===== config.mk =====
export PLATFORM = sky130hd
export DESIGN_NAME = jtag_lock_ctrl
export DESIGN_NICKNAME = d
export VERILOG_FILES = /design/src/rtl/jtag_lock_ctrl.sv
export SDC_FILE = /design/constraint.sdc
export NUM_CORES = 1
export LEC_CHECK = 0
export CORE_UTILIZATION = 32
export CTS_CLUSTER_SIZE = 14
export DETAILED_ROUTE_END_ITERATION = 12
export PLACE_DENSITY = 0.78
export SYNTH_ARGS = -nofsm -noshare
export SYNTH_HDL_FRONTEND = slang
export SYNTH_SLANG_ARGS = --single-unit
export TNS_END_PERCENT = 10

===== constraint.sdc =====
create_clock -name clk -period 1.6 [get_ports clk]
set_input_delay 0.48 -clock clk [delete_from_list [all_inputs] [get_ports clk]]
set_output_delay 0.48 -clock clk [all_outputs]
set_load 0.01 [all_outputs]

===== src/rtl/jtag_lock_ctrl.sv =====
// rtl/jtag_lock_ctrl.sv - multi-channel debug-access lock controller with key handshake and lockout
//
// Holds one lock bit per debug channel. Every channel comes out of reset locked.
// A key handshake against the compile-time KEY unlocks all channels. Channels
// can then be re-locked one by one (sticky) or all at once. MAX_FAIL
// consecutive bad keys trap the block in LOCKOUT, and only reset clears it.
//
// Optional feature macro: JTAG_LOCK_TIMEOUT_EN
//   When defined, an idle counter runs in KEY_WAIT and UNLOCKED. It clears on
//   state entry and on any key_valid or lock_wr. TIMEOUT idle cycles relock
//   from UNLOCKED. In KEY_WAIT, TIMEOUT idle cycles count as a bad key.
//
// Ports:
//   clk         in   clock, rising edge
//   resetn      in   asynchronous active-low reset
//   unlock_req  in   start a key handshake (LOCKED only)
//   key_valid   in   key_in presented this cycle (KEY_WAIT only)
//   key_in      in   [KEY_W] candidate key
//   lock_wr     in   sticky-lock write strobe (UNLOCKED only)
//   lock_din    in   [N_CH] channels to lock on lock_wr
//   relock_all  in   lock everything, return to LOCKED
//   lock_status out  [N_CH] per-channel lock, 1 = locked
//   state_o     out  [2] LOCKED=0, KEY_WAIT=1, UNLOCKED=2, LOCKOUT=3
//   key_ready   out  high only in KEY_WAIT
//   fail_cnt    out  [FAIL_W] consecutive bad-key count
//   lockout     out  high only in LOCKOUT
module jtag_lock_ctrl #(
    parameter int unsigned            N_CH     = 4,
    parameter int unsigned            KEY_W    = 32,
    parameter logic [KEY_W-1:0]       KEY      = 32'hA5C3_5A3C,
    parameter int unsigned            MAX_FAIL = 3,
    parameter int unsigned            FAIL_W   = 2,
    parameter int unsigned            TIMEOUT  = 1024
) (
    input  logic              clk,
    input  logic              resetn,
    input  logic              unlock_req,
    input  logic              key_valid,
    input  logic [KEY_W-1:0]  key_in,
    input  logic              lock_wr,
    input  logic [N_CH-1:0]   lock_din,
    input  logic              relock_all,
    output logic [N_CH-1:0]   lock_status,
    output logic [1:0]        state_o,
    output logic              key_ready,
    output logic [FAIL_W-1:0] fail_cnt,
    output logic              lockout
);

    typedef enum logic [1:0] {
        ST_LOCKED   = 2'd0,
        ST_KEY_WAIT = 2'd1,
        ST_UNLOCKED = 2'd2,
        ST_LOCKOUT  = 2'd3
    } state_e;

    localparam logic [N_CH-1:0]   ALL_LOCKED = '1;
    localparam logic [FAIL_W-1:0] FAIL_MAX   = FAIL_W'(MAX_FAIL);

    // Reject parameter sets where the fail counter could wrap before lockout.
    generate
        if (MAX_FAIL < 1 || (1 << FAIL_W) <= MAX_FAIL || TIMEOUT < 1) begin : g_bad_params
            $error("jtag_lock_ctrl: invalid MAX_FAIL/FAIL_W/TIMEOUT");
        end
    endgenerate

    state_e            state_q, state_d;
    logic [N_CH-1:0]   lock_q, lock_d;
    logic [FAIL_W-1:0] fail_q, fail_d;
    logic              key_ready_q, key_ready_d;
    logic              lockout_q, lockout_d;
    logic [FAIL_W-1:0] fail_inc;
    logic              bad_key;

`ifdef JTAG_LOCK_TIMEOUT_EN
    localparam int unsigned IDLE_W = $clog2(TIMEOUT + 1);
    logic [IDLE_W-1:0] idle_q, idle_d;
    logic              timeout_hit;
`endif

    always_comb begin
        state_d  = state_q;
        lock_d   = lock_q;
        fail_d   = fail_q;
        fail_inc = fail_q + FAIL_W'(1);
        bad_key  = 1'b0;
`ifdef JTAG_LOCK_TIMEOUT_EN
        // Fires on the TIMEOUT-th consecutive idle cycle.
        timeout_hit = (idle_q == IDLE_W'(TIMEOUT - 1)) && !key_valid && !lock_wr;
`endif

        case (state_q)
            ST_LOCKED: begin
                lock_d = ALL_LOCKED;
                if (unlock_req) begin
                    state_d = ST_KEY_WAIT;
                end
            end
            ST_KEY_WAIT: begin
                if (relock_all) begin
                    state_d = ST_LOCKED;
                end else if (key_valid) begin
                    if (key_in == KEY) begin
                        state_d = ST_UNLOCKED;
                        lock_d  = '0;
                        fail_d  = '0;
                    end else begin
                        bad_key = 1'b1;
                    end
                end
`ifdef JTAG_LOCK_TIMEOUT_EN
                else if (timeout_hit) begin
                    bad_key = 1'b1;
                end
`endif
                if (bad_key) begin
                    fail_d  = fail_inc;
                    state_d = (fail_inc == FAIL_MAX) ? ST_LOCKOUT : ST_LOCKED;
                end
            end
            ST_UNLOCKED: begin
                if (relock_all) begin
                    lock_d  = ALL_LOCKED;
                    state_d = ST_LOCKED;
                end else if (lock_wr) begin
                    lock_d = lock_q | lock_din;
                    if ((lock_q | lock_din) == ALL_LOCKED) begin
                        state_d = ST_LOCKED;
                    end
                end
`ifdef JTAG_LOCK_TIMEOUT_EN
                else if (timeout_hit) begin
                    lock_d  = ALL_LOCKED;
                    state_d = ST_LOCKED;
                end
`endif
            end
            default: begin
                // LOCKOUT absorbs everything until reset.
                lock_d = ALL_LOCKED;
                fail_d = FAIL_MAX;
            end
        endcase

`ifdef JTAG_LOCK_TIMEOUT_EN
        // Any state change, activity, or being outside the timed states restarts the count.
        if (state_d != state_q || key_valid || lock_wr ||
            !(state_q == ST_KEY_WAIT || state_q == ST_UNLOCKED)) begin
            idle_d = '0;
        end else begin
            idle_d = idle_q + IDLE_W'(1);
        end
`endif

        // Flag outputs are registered copies of the next state.
        key_ready_d = (state_d == ST_KEY_WAIT);
        lockout_d   = (state_d == ST_LOCKOUT);
    end

    always_ff @(posedge clk or negedge resetn) begin
        if (!resetn) begin
            state_q     <= ST_LOCKED;
            lock_q      <= ALL_LOCKED;
            fail_q      <= '0;
            key_ready_q <= 1'b0;
            lockout_q   <= 1'b0;
        end else begin
            state_q     <= state_d;
            lock_q      <= lock_d;
            fail_q      <= fail_d;
            key_ready_q <= key_ready_d;
            lockout_q   <= lockout_d;
        end
    end

`ifdef JTAG_LOCK_TIMEOUT_EN
    always_ff @(posedge clk or negedge resetn) begin
        if (!resetn) begin
            idle_q <= '0;
        end else begin
            idle_q <= idle_d;
        end
    end
`endif

    assign lock_status = lock_q;
    assign state_o     = state_q;
    assign key_ready   = key_ready_q;
    assign fail_cnt    = fail_q;
    assign lockout     = lockout_q;

endmodule


### Word level (Yosys, flattened, before mapping)

Cells that the tools add are included.

| operators by class | value |
|---|---|
| add/sub/neg operators | 1 |
| eq/ne operators | 14 |
| muxes and demuxes | 25 |
| bitwise operators | 2 |
| reductions and logical operators | 4 |

Operators with widths:

| cell | count |
|---|---|
| $eq 32x32->1 const B | 1 |
| $mux 2 | 13 |
| $mux 4 | 5 |
| $ne 3x3->1 const B | 4 |
| $pmux 4 s2 | 1 |
| $reduce_and 4->1 | 2 |
| $eq 2x2->1 const B | 3 |
| $ne 2x2->1 const B | 3 |
| $pmux 2 s3 | 1 |
| $eq 2x1->1 const B | 2 |
| $eq 4x4->1 const B | 1 |
| $mux 1 | 4 |
| $or 4x4->4 | 1 |
| $pmux 2 s2 | 1 |
| $add 2x1->2 const B | 1 |
| $logic_not 2->1 | 1 |
| $reduce_or 2->1 | 1 |
| $not 1->1 | 1 |

| word-level totals | value |
|---|---|
| register bits after elaboration | 10 |
| input bits | 42 |
| output and inout bits | 10 |
| word-level logic and storage cells | 51 |

### Longest topological paths before layout

Gate-level depths: netlist of run 1.

| depth | value |
|---|---|
| word-level depth | 8 |
| gate-level depth with buffers | 5 |

### Worst setup path before layout of run 1

Ideal clock, no wire load.

| timing path | value |
|---|---|
| path kind | input-to-reg |
| start | input port key_in[18] |
| end | register fail_q[1] (netlist: fail_cnt[1]) |
| setup time | 130 ps |
| data arrival time | 1,238 ps |
| required time | 1,470 ps |
| slack | 232 ps |
| stages on the path | 4 |
| buffers on the path | 0 |
| path through | nor4b_2 -> nand4_2 -> nor3_4 -> nor3_1 |

| between the ends | value |
|---|---|
| longest elaborated chain between the ends | 7 |
| elaborated cells on any way between the ends | 11 |
| classes of those cells | 4 x eq/ne; 6 x mux; 1 x reduce/logical |

Ends and longest elaborated chain:

| element | line | RTL |
|---|---|---|
| from (decl) | 39 | `input logic [KEY_W-1:0] key_in,` |
| $eq 32x32->1 (*) | 103 | `if (key_in == KEY) begin` |
| $mux 1 | 103 |  |
| $mux 1 | 102 | `end else if (key_valid) begin` |
| $mux 1 | 100 | `if (relock_all) begin` |
| $mux 1 | 92 | `case (state_q)` |
| $ne 3x3->1 (no source line) / $mux 2 (equally long branches) | - |  |
| $reduce_and 4->1 (no source line) / $pmux 2 s2 (equally long branches) | - |  |
| to (signal assigned) | 170 | `fail_q <= fail_d;` |
| to (decl) | 69 | `logic [FAIL_W-1:0] fail_q, fail_d;` |

Every way passes the cells marked *; elsewhere a longest branch is shown, timed or not. The select of a mux whose other input is x is not followed.
A chain may end at the register's enable or synchronous reset.

### Worst setup path after layout of run 1

| timing path | value |
|---|---|
| start | input port key_in[19] |
| end | register state_q[1] (netlist: state_o[1]) |

| between the ends | value |
|---|---|
| longest elaborated chain between the ends | 7 |
| elaborated cells on any way between the ends | 10 |
| classes of those cells | 1 x eq/ne; 9 x mux |

Ends and longest elaborated chain:

| element | line | RTL |
|---|---|---|
| $eq 32x32->1 (*) | 103 |  |
| $mux 1 | 103 |  |
| $mux 1 | 102 |  |
| $mux 1 | 100 |  |
| $mux 1 | 92 |  |
| $mux 2 (*) | 116 | `if (bad_key) begin` |
| $pmux 2 s3 (*) | 92 |  |
| via state_d[1] | 67 | `state_e state_q, state_d;` |
| to (signal assigned) | 168 | `state_q <= state_d;` |
| to (decl) | 67 |  |

Mark *: on every way through the listed nets, which the timed path passes. The rest lies on a longest branch. The select of a mux whose other input is x is not followed.

==> out/qor.csv, run 1 <==
metric;value;unit
area share of the largest cell type after synthesis;22.9;%
cell area power density;735;nW/um^2
Tmin final;1.61;ns
Seq cells post-synth;10;
Post-Synthesis Cells;73;
# H-tree levels;1;
failing checks;negative setup slack;
worst path cell trace;clkdlybuf4s50_1, and4b_2, nand4_4, nor3_4, nand2b_4;
CTS Buf Count;3;
Post-Synthesis Cell Area;656;um^2
Slew @ Worst Pin;0.467;ns
leakage;0.849;nW
Via Count;805;
Post-layout nets;178;
slowest cell on the critical path;clkdlybuf4s50_1;
I/O pin count;52;
relative slew slack;68.8;%
area taken by multi-input logic gates;448;um^2
All-Layer GR Usage;21.0;%
core area;1940;um^2
Die W;47.3;um
number of global-route vias before repair;735;
Worst-path clk slew;0.07;ns
largest net degree at the start of global routing;11;
CP Capture Type;flop;
Final Cycle Share;101;%
type of the worst min-delay path;flop to flop;
area of placed instances;1250;um^2
Initial Util;33.8;%
Max Slew Vio Count;0;
top cell type by total area after synthesis;dfrtp_1;
row count;16;
drt drc;0;
Syn Area/Cell;8.98;um^2
worst path arrival time;1.82;ns
Clock Skew;0.0110;ns
worst skew pair latency;0.27;ns
post-layout util;72.4;%
Worst EP required;1.81;ns
max-cap viol count;0;
CP max stage delay;0.40;ns
CTS Hold Bufs;0;
die area;2230;um^2
synthesized net count;116;
status;finished with violations;
root buf cell;clkbuf_4;
RSZ-0062 raised after global routing;yes;
endpoints failing setup;1;
TritonRoute pass-1 iters;4;
fin area;1410;um^2
Detailed Place HPWL;1.80;mm
Post-synth ARST share;100;%
DRT Wirelength;2.56;mm
worst vdd ir;0.529;mV
Buffers on Ports;51;
FF/Latch Area;255;um^2
fraction of layout cells with a size suffix above 1;24.6;%
initial DRC count;23;
most frequent cells in the layout;dlymetal6s2s_1, nor2_1, clkdlybuf4s50_1;
GRT overflow;0;
largest cells by area after synthesis;dfrtp_1, dfstp_2, nor2_1;
CP startpoint kind;input port;
fin worst setup slack;-0.0139;ns
Area Overhead vs Synth;114;%
ANT cells;0;
Post-synth EDFFs;0;
fillers;143;
crit path kind;input port to flop;
Post-CTS Setup Inserts;0;
yosys warns;0;
CTS tree;done;
clk sinks;10;
WHS;0.514;ns
most common cell after layout, fill and taps aside;dlymetal6s2s_1;
Post-synth top flop;dfrtp_1;
number of vias per cell;5.00;
Max Fclk;0.620;GHz
routability cong.;0.791;
critical-path maximum fanout;6;
final hold vios;0;
first-pass GRT wire length;3.19;mm
Wirelength per Cell;15.9;um
Seq/Total Area, Yosys;38.9;%
initial antenna violation count;0;
remaining antenna violation count after routing;0;
Longest Clk Path Bufs;2;
Cell variety after synth;32;
Die Span Y;47.3;um
## path summary, 6_finish.rpt
check	from	to	slack, ns	cells after the start
worst max-delay path	key_in[19]	state_o[1]$_DFF_PN0_	-0.01	5
worst min-delay path	lock_status[0]$_DFFE_PN1P_	lock_status[0]$_DFFE_PN1P_	0.51	2
worst max register to register	state_o[1]$_DFF_PN0_	state_o[1]$_DFF_PN0_	0.16	5
worst min register to register	lock_status[0]$_DFFE_PN1P_	lock_status[0]$_DFFE_PN1P_	0.51	2
max in group asynchronous	resetn	lock_status[0]$_DFFE_PN1P_	0.71	1
min in group asynchronous	resetn	key_ready$_DFF_PN0_	0.53	1
## metrics by stage
step                      power (mW)  worst slack, ns  instances  setup TNS, ns
final                           1.03          -0.0139        161        -0.0139
after global routing            1.10          -0.0501        161         -0.107
after CTS                      0.992          -0.0538        161         -0.128
after detailed placement       0.838           -0.326        157          -2.77
after global placement         0.827           -0.347        157          -3.00
after floorplan                0.569            0.232         73              0
## cell families after synthesis
| family | after synthesis | share of synthesized area [%] |
|---|---|---|
| AOI/OAI and AO/OA | 14 | 12.8 |
| DFF | 10 | 38.9 |
| buffers and inverters | 4 | 3.05 |
| and+or+nand+nor | 44 | 43.3 |
| adders and majority gates | 1 | 1.91 |
## registers in the layout (all words and copies together) (netlist names), named ones only
| register | cells |
|---|---|
| lockout | 1 |
| key_ready | 1 |
| state_o | 1 |
| fail_cnt | 2 |
| lock_status | 4 |
## cell usage after synthesis, types with 2 or more instances
| library cell | count |
|---|---|
| inv_1 | 2 |
| nand2b_1 | 2 |
| nor2_1 | 13 |
| dfrtp_1 | 6 |
| dfstp_2 | 4 |
| nand3_1 | 4 |
| o21ai_0 | 3 |
| and4b_2 | 2 |
| a22oi_1 | 2 |
| and4bb_2 | 3 |
| nor2b_1 | 2 |
| a21oi_1 | 5 |
| nand2_1 | 6 |
## critical path, delay by kind of cell
| kind | cells | cell delay, ns |
|---|---|---|
| buf+inv | 1 | 0.40 |
| simple gates | 4 | 0.94 |
## routing by layer
metal  GRT usage, %  vias to the layer above  routed length [um]
met4           1.71                        0                  41
met1           25.3                      391                1020
met5              0                        -                   0
li1               -                      387                   -
met2           38.4                       23                1420
met3           5.77                        4                  86
## area by class of cell
type / count / share of cell area, %
Sequential cell: 10 / 18.2
Multi-Input combinational cell: 59 / 31.9
Timing Repair Buffer: 59 / 45.1
Tap cell: 27 / 2.40
Inverter: 2 / 0.534
Clock buffer: 4 / 1.87
## what timing repair did
action | in CTS | in global routing
gates cloned | 0 | 0
setup endpoints to repair | 13 | 10
pin swaps | 0 | 11
resized for setup | 9 | 42
## where the power goes
part	internal [mW]	switching (mW)	total, mW
Clock	0.0961	0.0826	0.179
Sequential	0.302	0.0334	0.336
Combinational	0.278	0.241	0.519
Total	0.677	0.357	1.03
No activity file was read; power rests on OpenSTA's default activity.
==> run 2: changes to the inputs <==
SLEW_MARGIN = 5   (was unset)
==> results of run 2 <==
No change in the layout: final DEF, timing and power equal those of run 1.
==> patch: new RTL, flow settings as in run 2 <==
Put one more register stage on the output `lock_status`, without a reset. The value now appears one clock later. The other outputs are not delayed to match.
--- a/src/rtl/jtag_lock_ctrl.sv
+++ b/src/rtl/jtag_lock_ctrl.sv
@@ -184,5 +184,7 @@
 `endif
 
-    assign lock_status = lock_q;
+    always_ff @(posedge clk) begin
+        lock_status <= lock_q;
+    end
     assign state_o     = state_q;
     assign key_ready   = key_ready_q;
Check against the original RTL: not equivalent (Yosys sat finds a counterexample within 4 cycles, from zero or initial values and one cycle with resetn low).
==> patch against run 2 <==
Sequential cell count increased by 4. Non-clock buffer count increased by 1. Total power increased by 24%. Cell area decreased by 2.8%. Area after synthesis increased by 7.8%. Wire length decreased by 19%. Setup slack improved by 0.030 ns. Critical path depth unchanged. Critical path type unchanged. Largest power group unchanged.
==> patch: results (changes against run 2) <==
- Outcome: complete, no violations
- Final core utilization: 0.6757 (-0.04784)
- Critical path's slowest cell: o32a_1
- DP Area: 1310 um2 (+5.0%)
- Hold Path Stages: 0 (-2)
- Adder-cell share of the synthesized area: 0.01770 (-0.001385)
- Drt first-iter violations: 13 (-43%)
- Via density: 4.892 (-2.2%)
- Fillers: 164 (+15%)
- RR Startpoint: lock_q[3]
- Crit. Startpoint: key_in[27]
- Critical Path End: lock_q[3]
- HP Start: lock_q[2]
- Compound-Gate Fraction of Synth Area: 0.1965 (+0.06860)
- Largest net degree at the start of global routing: 14 (+3)
- Sequential element share of the synthesized area: 0.4743 (+0.08502)
- GRT Overall Usage: 0.1858 (-0.02410)
- Resized Gates After CTS: 32 (+23)
- Worst Path Arrival: 1.78 ns (-0.04 ns)
- Final HPWL DP: 1.614 mm (-11%)
- VDD IR max: 0.6275 mV (+19%)
- Power share of the sequential group: 0.356 (+0.031)
- Async set or reset register ratio after synthesis: 0.7143 (-0.2857)
- Worst-Margin Slew: 0.4522 ns (-0.01486 ns)
- Final worst path period need: 1.584 ns (-0.03025 ns)
- Ranking of synthesized cells by area: dfrtp_1 (21%), dfstp_2 (15%), dfxtp_1 (11%)
- Synth top cells by count: dfrtp_1 (6), a21oi_1 (5), nand2_1 (5), nor2_1 (5), o32a_1 (5)
- Synth Net Count: 111 (-4.3%)
- First-pass GRT wire length: 3.408 mm (+6.7%)
- Routability cong.: 0.7834 (-0.95%)
- Critical Path Fanout Max: 5 (-1)
- Clk slew on worst S/H paths: 0.09 ns (+0.02 ns)
- Combinational Power Share: 0.450 (-0.052)
- Leak pwr: 0.6567 nW (-23%)
- Power Internal: 0.0008583 W (+27%)
- Nets: 174 (-2.2%)
-- patch: metal layers --
layer / vias to the layer above / track usage / routed length (um)
met5: - / 0 / 0
met4: 0 / 0.02941 / 0
met3: 0 / 0.04361 / 99
met2: 30 / 0.3426 / 1076
met1: 351 / 0.2203 / 899
li1: 387 / - / -
-- patch: cell type report --
cell class                      instances  share of cell area
Inverter                                3            0.008242
Clock buffer                            4             0.02656
Multi-Input combinational cell         49              0.2729
Sequential cell                        14              0.2454
Tap cell                               27             0.02473
Timing Repair Buffer                   60              0.4222
-- patch: logic make-up after synthesis --
family / count (synthesis)
AO/OA/AOI/OAI: 20
adder cells (fa/ha/maj): 1
buffers and inverters: 5
flip-flops: 14
AND/OR/NAND/NOR: 28
-- patch: stage by stage --
step	hold slack [ns]	std cells
finish	0.4232	157
global route	0.4323	157
CTS	0.4252	157
detailed placement	0.4131	153
global placement	0.4128	153
floorplan	0.1844	68
